$ cat config.mk
export PLATFORM = sky130hd
export DESIGN_NAME = sum_stream_arbiter_flat
export DESIGN_NICKNAME = d
export VERILOG_FILES = /design/src/rtl/sum_stream_arbiter_if.sv /design/src/rtl/sum_stream_arbiter.sv /design/src/flat_wrapper.sv
export SDC_FILE = /design/constraint.sdc
export NUM_CORES = 1
export LEC_CHECK = 0
export ABC_AREA = 1
export CORE_MARGIN = 2
export CORE_UTILIZATION = 25
export CTS_CLUSTER_DIAMETER = 100
export DETAILED_ROUTE_END_ITERATION = 7
export PLACE_DENSITY = 0.73
export SLEW_MARGIN = 20
export SYNTH_ARGS = -nofsm -noshare
export SYNTH_HDL_FRONTEND = slang
export SYNTH_SLANG_ARGS = --single-unit
$ cat constraint.sdc
create_clock -name clk -period 1 [get_ports clk]
set_input_delay 0.2 -clock clk [delete_from_list [all_inputs] [get_ports clk]]
set_output_delay 0.2 -clock clk [all_outputs]
set_load 0.02 [all_outputs]
$ cat src/rtl/sum_stream_arbiter_if.sv
// Handshake bundle between R AXI-Stream requesters, the arbiter and the
// downstream summing engine. The master modport is the arbiter's view.
interface sum_stream_arbiter_if #(
  parameter int W = 16,
  parameter int R = 2
);
  localparam int IW = ($clog2(R) > 1) ? $clog2(R) : 1;

  logic [R-1:0]   s_valid;
  logic [R-1:0]   s_ready;
  logic [R*W-1:0] s_data;
  logic           m_valid;
  logic           m_ready;
  logic [W-1:0]   m_data;
  logic           m_last;
  logic [IW-1:0]  m_id;
  logic           pkt_done;
  logic           busy;

  modport master (
    input  s_valid, s_data, m_ready,
    output s_ready, m_valid, m_data, m_last, m_id, pkt_done, busy
  );

  modport slave (
    output s_valid, s_data, m_ready,
    input  s_ready, m_valid, m_data, m_last, m_id, pkt_done, busy
  );
endinterface

$ cat src/rtl/sum_stream_arbiter.sv
// Round-robin, packet-locked arbiter: one requester owns the summing engine
// for exactly N accepted beats, then priority rotates past it.
module sum_stream_arbiter #(
  parameter int W = 16,
  parameter int N = 3,
  parameter int R = 2
) (
  input logic                 clk,
  input logic                 rst,
  sum_stream_arbiter_if.master bus
);
  localparam int IW = ($clog2(R) > 1) ? $clog2(R) : 1;
  localparam int CW = ($clog2(N) > 1) ? $clog2(N) : 1;

  localparam logic [0:0] ST_IDLE = 1'b0;
  localparam logic [0:0] ST_BUSY = 1'b1;

  logic [0:0]    state_r;
  logic [IW-1:0] gnt_r;
  logic [IW-1:0] last_gnt_r;
  logic [CW-1:0] beat_cnt_r;
  logic          pkt_done_r;

  logic [IW-1:0] next_gnt_s;
  logic [IW-1:0] cand_s;
  logic          found_s;
  int            idx_s;
  logic          accept_s;
  logic          last_beat_s;
  logic [W-1:0]  data_arr_s [R];

  for (genvar i = 0; i < R; i++) begin : g_unpack
    assign data_arr_s[i] = bus.s_data[i*W +: W];
  end

  // Rotating priority search starting just after the previous owner.
  always_comb begin
    next_gnt_s = gnt_r;
    found_s    = 1'b0;
    idx_s      = 0;
    cand_s     = '0;
    for (int i = 1; i <= R; i++) begin
      idx_s  = (int'(last_gnt_r) + i) % R;
      cand_s = IW'(idx_s);
      if (!found_s && bus.s_valid[cand_s]) begin
        found_s    = 1'b1;
        next_gnt_s = cand_s;
      end else begin
        found_s    = found_s;
      end
    end
  end

  // Zero-latency pass-through of the granted requester while BUSY.
  always_comb begin
    bus.s_ready = '0;
    bus.m_valid = 1'b0;
    bus.m_data  = '0;
    bus.m_last  = 1'b0;
    bus.m_id    = '0;
    bus.busy    = 1'b0;
    if (state_r == ST_BUSY) begin
      bus.m_valid        = bus.s_valid[gnt_r];
      bus.m_data         = data_arr_s[gnt_r];
      bus.s_ready[gnt_r] = bus.m_ready;
      bus.m_last         = (beat_cnt_r == CW'(N - 1));
      bus.m_id           = gnt_r;
      bus.busy           = 1'b1;
    end else begin
      bus.busy           = 1'b0;
    end
  end

  assign accept_s     = bus.m_valid && bus.m_ready;
  assign last_beat_s  = accept_s && bus.m_last;
  assign bus.pkt_done = pkt_done_r;

  // Grant/beat-count state; reset abandons any packet and restores requester 0 priority.
  always_ff @(posedge clk) begin
    if (rst) begin
      state_r    <= ST_IDLE;
      gnt_r      <= '0;
      last_gnt_r <= IW'(R - 1);
      beat_cnt_r <= '0;
      pkt_done_r <= 1'b0;
    end else begin
      pkt_done_r <= last_beat_s;
      case (state_r)
        ST_IDLE: begin
          if (found_s) begin
            gnt_r   <= next_gnt_s;
            state_r <= ST_BUSY;
          end else begin
            state_r <= ST_IDLE;
          end
        end
        ST_BUSY: begin
          if (last_beat_s) begin
            beat_cnt_r <= '0;
            last_gnt_r <= gnt_r;
            state_r    <= ST_IDLE;
          end else if (accept_s) begin
            beat_cnt_r <= beat_cnt_r + CW'(1);
          end else begin
            beat_cnt_r <= beat_cnt_r;
          end
        end
        default: begin
          state_r    <= ST_IDLE;
          beat_cnt_r <= '0;
        end
      endcase
    end
  end
endmodule
$ cat src/flat_wrapper.sv
// flat-port wrapper written by rule: the top's interface ports become plain ports
module sum_stream_arbiter_flat 
#(
  parameter int W = 16,
  parameter int N = 3,
  parameter int R = 2
)
  (clk, rst, bus_s_valid, bus_s_data, bus_m_ready, bus_s_ready, bus_m_valid, bus_m_data, bus_m_last, bus_m_id, bus_pkt_done, bus_busy);
  sum_stream_arbiter_if #(.W(W), .R(R)) bus_i ();
  input logic clk;
  input logic rst;
  input wire logic [$bits(bus_i.s_valid)-1:0] bus_s_valid;
  input wire logic [$bits(bus_i.s_data)-1:0] bus_s_data;
  input wire logic [$bits(bus_i.m_ready)-1:0] bus_m_ready;
  output wire logic [$bits(bus_i.s_ready)-1:0] bus_s_ready;
  output wire logic [$bits(bus_i.m_valid)-1:0] bus_m_valid;
  output wire logic [$bits(bus_i.m_data)-1:0] bus_m_data;
  output wire logic [$bits(bus_i.m_last)-1:0] bus_m_last;
  output wire logic [$bits(bus_i.m_id)-1:0] bus_m_id;
  output wire logic [$bits(bus_i.pkt_done)-1:0] bus_pkt_done;
  output wire logic [$bits(bus_i.busy)-1:0] bus_busy;
  assign bus_i.s_valid = bus_s_valid;
  assign bus_i.s_data = bus_s_data;
  assign bus_i.m_ready = bus_m_ready;
  assign bus_s_ready = bus_i.s_ready;
  assign bus_m_valid = bus_i.m_valid;
  assign bus_m_data = bus_i.m_data;
  assign bus_m_last = bus_i.m_last;
  assign bus_m_id = bus_i.m_id;
  assign bus_pkt_done = bus_i.pkt_done;
  assign bus_busy = bus_i.busy;
  sum_stream_arbiter #(.W(W), .N(N), .R(R)) u_core (.clk(clk), .rst(rst), .bus(bus_i));
endmodule
==> results.toml <==
[synthesis]
synth_top_family_by_area = "simple AND/OR/NAND/NOR gates"
avgSynthCellArea_um2 = 5.51
yosysTopAreaCell = "nor2_1"
netlist_instances = 100
yosysTopAreaCellShare_pct = 25.9
synth.yosys.warnings = 0
yosys.area_share.simple_pct = 44.1
synthXorXnorAreaFrac_pct = 0
post_synth_num_cell_types = 15
syn_nets = 138
synth_compound_gate_area_share_pct = 20.0
synth_area_leaders = "nor2_1, dfxtp_1, o21ai_0, nand2_1, inv_1"
synth.mux.area_fraction_pct = 0
synthAdderAreaFrac_pct = 2.27
synth.cell_area_um2 = 551
ys_ff_latch = 6
ys_seq_area_share_pct = 21.8

[floorplan]
core_area_um2 = 2020
row_count = 16
die_h_um = 50.9
die-width_um = 50.9
floorplan.die_area_um2 = 2590
start_util_pct = 27.2
io_pins = 60

[global_route]
grt_pass1_vias = 994
antenna_found_initial = 0
grt_pass1_wl_um = 4430
grt_max_degree = 19
grt_overflow = 0
grt_use_total_pct = 22.2

[cts]
worstSkewPairLatency_ps = 260
numCtsBuffers = 3
h-tree-depth = 1
root_buffer = "clkbuf_4"
cts.clk_slew.worst_paths_ps = 60
cts.sinks = 6
clk_path_buf_depth = 2
hold_buffers = 0
cts_tree = "done"

[power]
ir_drop_mv = 0.827
p_leak_uw = 0.000712
p_per_area_nw_per_um2 = 777

[sta]
max_freq_ghz = 0.725
hold_violations = 0
slew_headroom_pct = 86.6
worst_pin_slew_ps = 199
period_minus_slack_ps = 1380
clock-skew-final_ps = 11.3
fin_ws_ps = -380
rsz0062_at_grt = "yes"
period_share_pct = 138
report.final.slew_viol_count = 0
setup_violations = 27

[cells_and_area]
nets = 218
diodes = 0
stdcell_area_um2 = 1570
final_cells = 206
drive_above_1_share_pct = 61.5
area_delta_synth_final_pct = 185

[worst_setup_path]
crit_cells = 4
cpMaxStageDelayCell = "dfxtp_4"
reg2reg_from = "u_core.gnt_r"
endpoint = "bus_m_valid"
required_ps = 800
cpPeakStageDelay_ps = 430
crit_type = "reg -> out"
r2r_setup_slack_ps = -210
path_cells = "buf_6 -> nand2_4 -> a21oi_2 -> buf_4"
r2r_cells = 7
cp_top_family = "flip-flops"
crit_buf_inv = 2
cp.arrival_ps = 1180
crit_fanout = 7
startpoint = "u_core.gnt_r"
end_kind = "primary output"
cp-start-kind = "flop"
r2r_end = "u_core.last_gnt_r"

[hold_path]
min_from = "bus_s_valid[1]"
min_path_type = "in -> reg"

[routing]
routed_wl_um = 2930
vias = 952
wl_per_cell_um = 14.2
dr.pass1.iters = 4
ant_nets = 0
vias_per_cell = 4.62
drc = 0
drtIter0Drc = 11

[placement]
numPortBuffers = 59
dpl.hpwl_um = 1840
gp_congestion = 0.734
dpl_cell_area_um2 = 1270
placed_cells = 191

[job]
drv_cap = 0

[run_status]
outcome = "finished with violations"
violations = "setup timing"
==> metal layers <==
metal | up-vias | global-route usage (%) | share of wire (%)
met5 | - | 0 | 0
met4 | 0 | 6.76 | 2.0
met3 | 7 | 3.80 | 7.3
met2 | 46 | 42.4 | 52
met1 | 424 | 24.6 | 38
li1 | 475 | - | -
==> registers in the layout (all words and copies together), names as in the netlist <==
| signal | count |
|---|---|
| u_core.last_gnt_r | 1 |
| u_core.state_r | 1 |
| u_core.beat_cnt_r | 2 |
| u_core.bus.pkt_done | 1 |
| u_core.gnt_r | 1 |
==> logic make-up after synthesis <==
| logic type | after synthesis |
|---|---|
| and+or+nand+nor | 57 |
| buffers and inverters | 14 |
| adders and majority gates | 1 |
| AOI/OAI and AO/OA | 22 |
| DFF | 6 |
==> final cells by class <==
class	instances	area, um2
flip-flops and latches	6	129
repair buffers	80	773
inverters	9	45.0
well taps	27	33.8
clock buffers	4	26.3
multi-input cells	80	564
fillers	149	450
==> layout by cell type, fill, tap and decap left out <==
master | synthesis | routed
a21oi_1 | 5 | 1
a21oi_2 | 0 | 4
buf_12 | 0 | 1
buf_2 | 0 | 1
buf_4 | 3 | 24
buf_6 | 0 | 18
clkbuf_1 | 0 | 1
clkbuf_4 | 0 | 3
clkdlybuf4s50_1 | 0 | 34
clkinvlp_4 | 0 | 1
dfxtp_1 | 6 | 3
dfxtp_2 | 0 | 1
dfxtp_4 | 0 | 2
dlymetal6s2s_1 | 0 | 2
ha_4 | 0 | 1
inv_1 | 7 | 3
inv_2 | 2 | 4
inv_8 | 0 | 1
nand2_1 | 11 | 5
nand2_2 | 0 | 4
nand2_4 | 2 | 3
nand2_8 | 0 | 1
nand3_1 | 4 | 1
nand3_2 | 1 | 3
nand3_4 | 0 | 1
nand4_1 | 1 | 1
nor2_1 | 38 | 15
nor2_2 | 0 | 22
nor2_4 | 0 | 1
o21ai_0 | 17 | 2
o21ai_1 | 0 | 1
o21ai_2 | 0 | 14
==> worst register-to-register path, stage by stage, from the launching register on <==
cell and delay, ps:
dfxtp_4 430, buf_6 160, nand2_4 60, buf_4 150, nand2_8 80, nand3_4 90
nand2_2 80, nand3_1 50
==> worst min path at each step <==
stage                         to  slack [ps]  cells after the start
6_report            u_core.gnt_r         420                      4
5_1_grt             u_core.gnt_r         430                      4
4_1_cts        u_core.last_gnt_r         480                      2
3_5_place_dp   u_core.last_gnt_r         460                      2
3_3_place_gp   u_core.last_gnt_r         450                      2
2_1_floorplan       u_core.gnt_r         260                      1
==> power breakdown <==
part	internal, uW	switching, uW
logic	370	314
registers	249	21.5
clock network	153	115
==> cell usage after synthesis (all sizes together) <==
library cell and number:
dfxtp 6, a21oi 5, nand4 1, ha 1
nand2 13, inv 9, nor2 38, o21ai 17
clkbuf 1, buf 4, nand3 5
==> metrics by stage <==
step	power [uW]	hold slack [ps]	setup TNS, ps	setup slack (ps)	utilization [%]
after global routing	1270	435	-8760	-396	77.7
after CTS	1170	476	-7350	-344	74.7
after detailed placement	801	464	-15680	-733	63.1
after global placement	791	452	-15230	-698	63.1
final	1220	423	-7720	-380	77.7
after floorplan	510	259	-96.4	-18.9	-
==> timing repair <==
item	in CTS	in global routing
endpoints found under the hold margin	0	0
setup buffers	10	1
pin swaps	20	9
gates cloned	1	0
gates resized for setup	181	14
endpoints found under the setup margin	29	28
(Power assumes the default switching activity.)
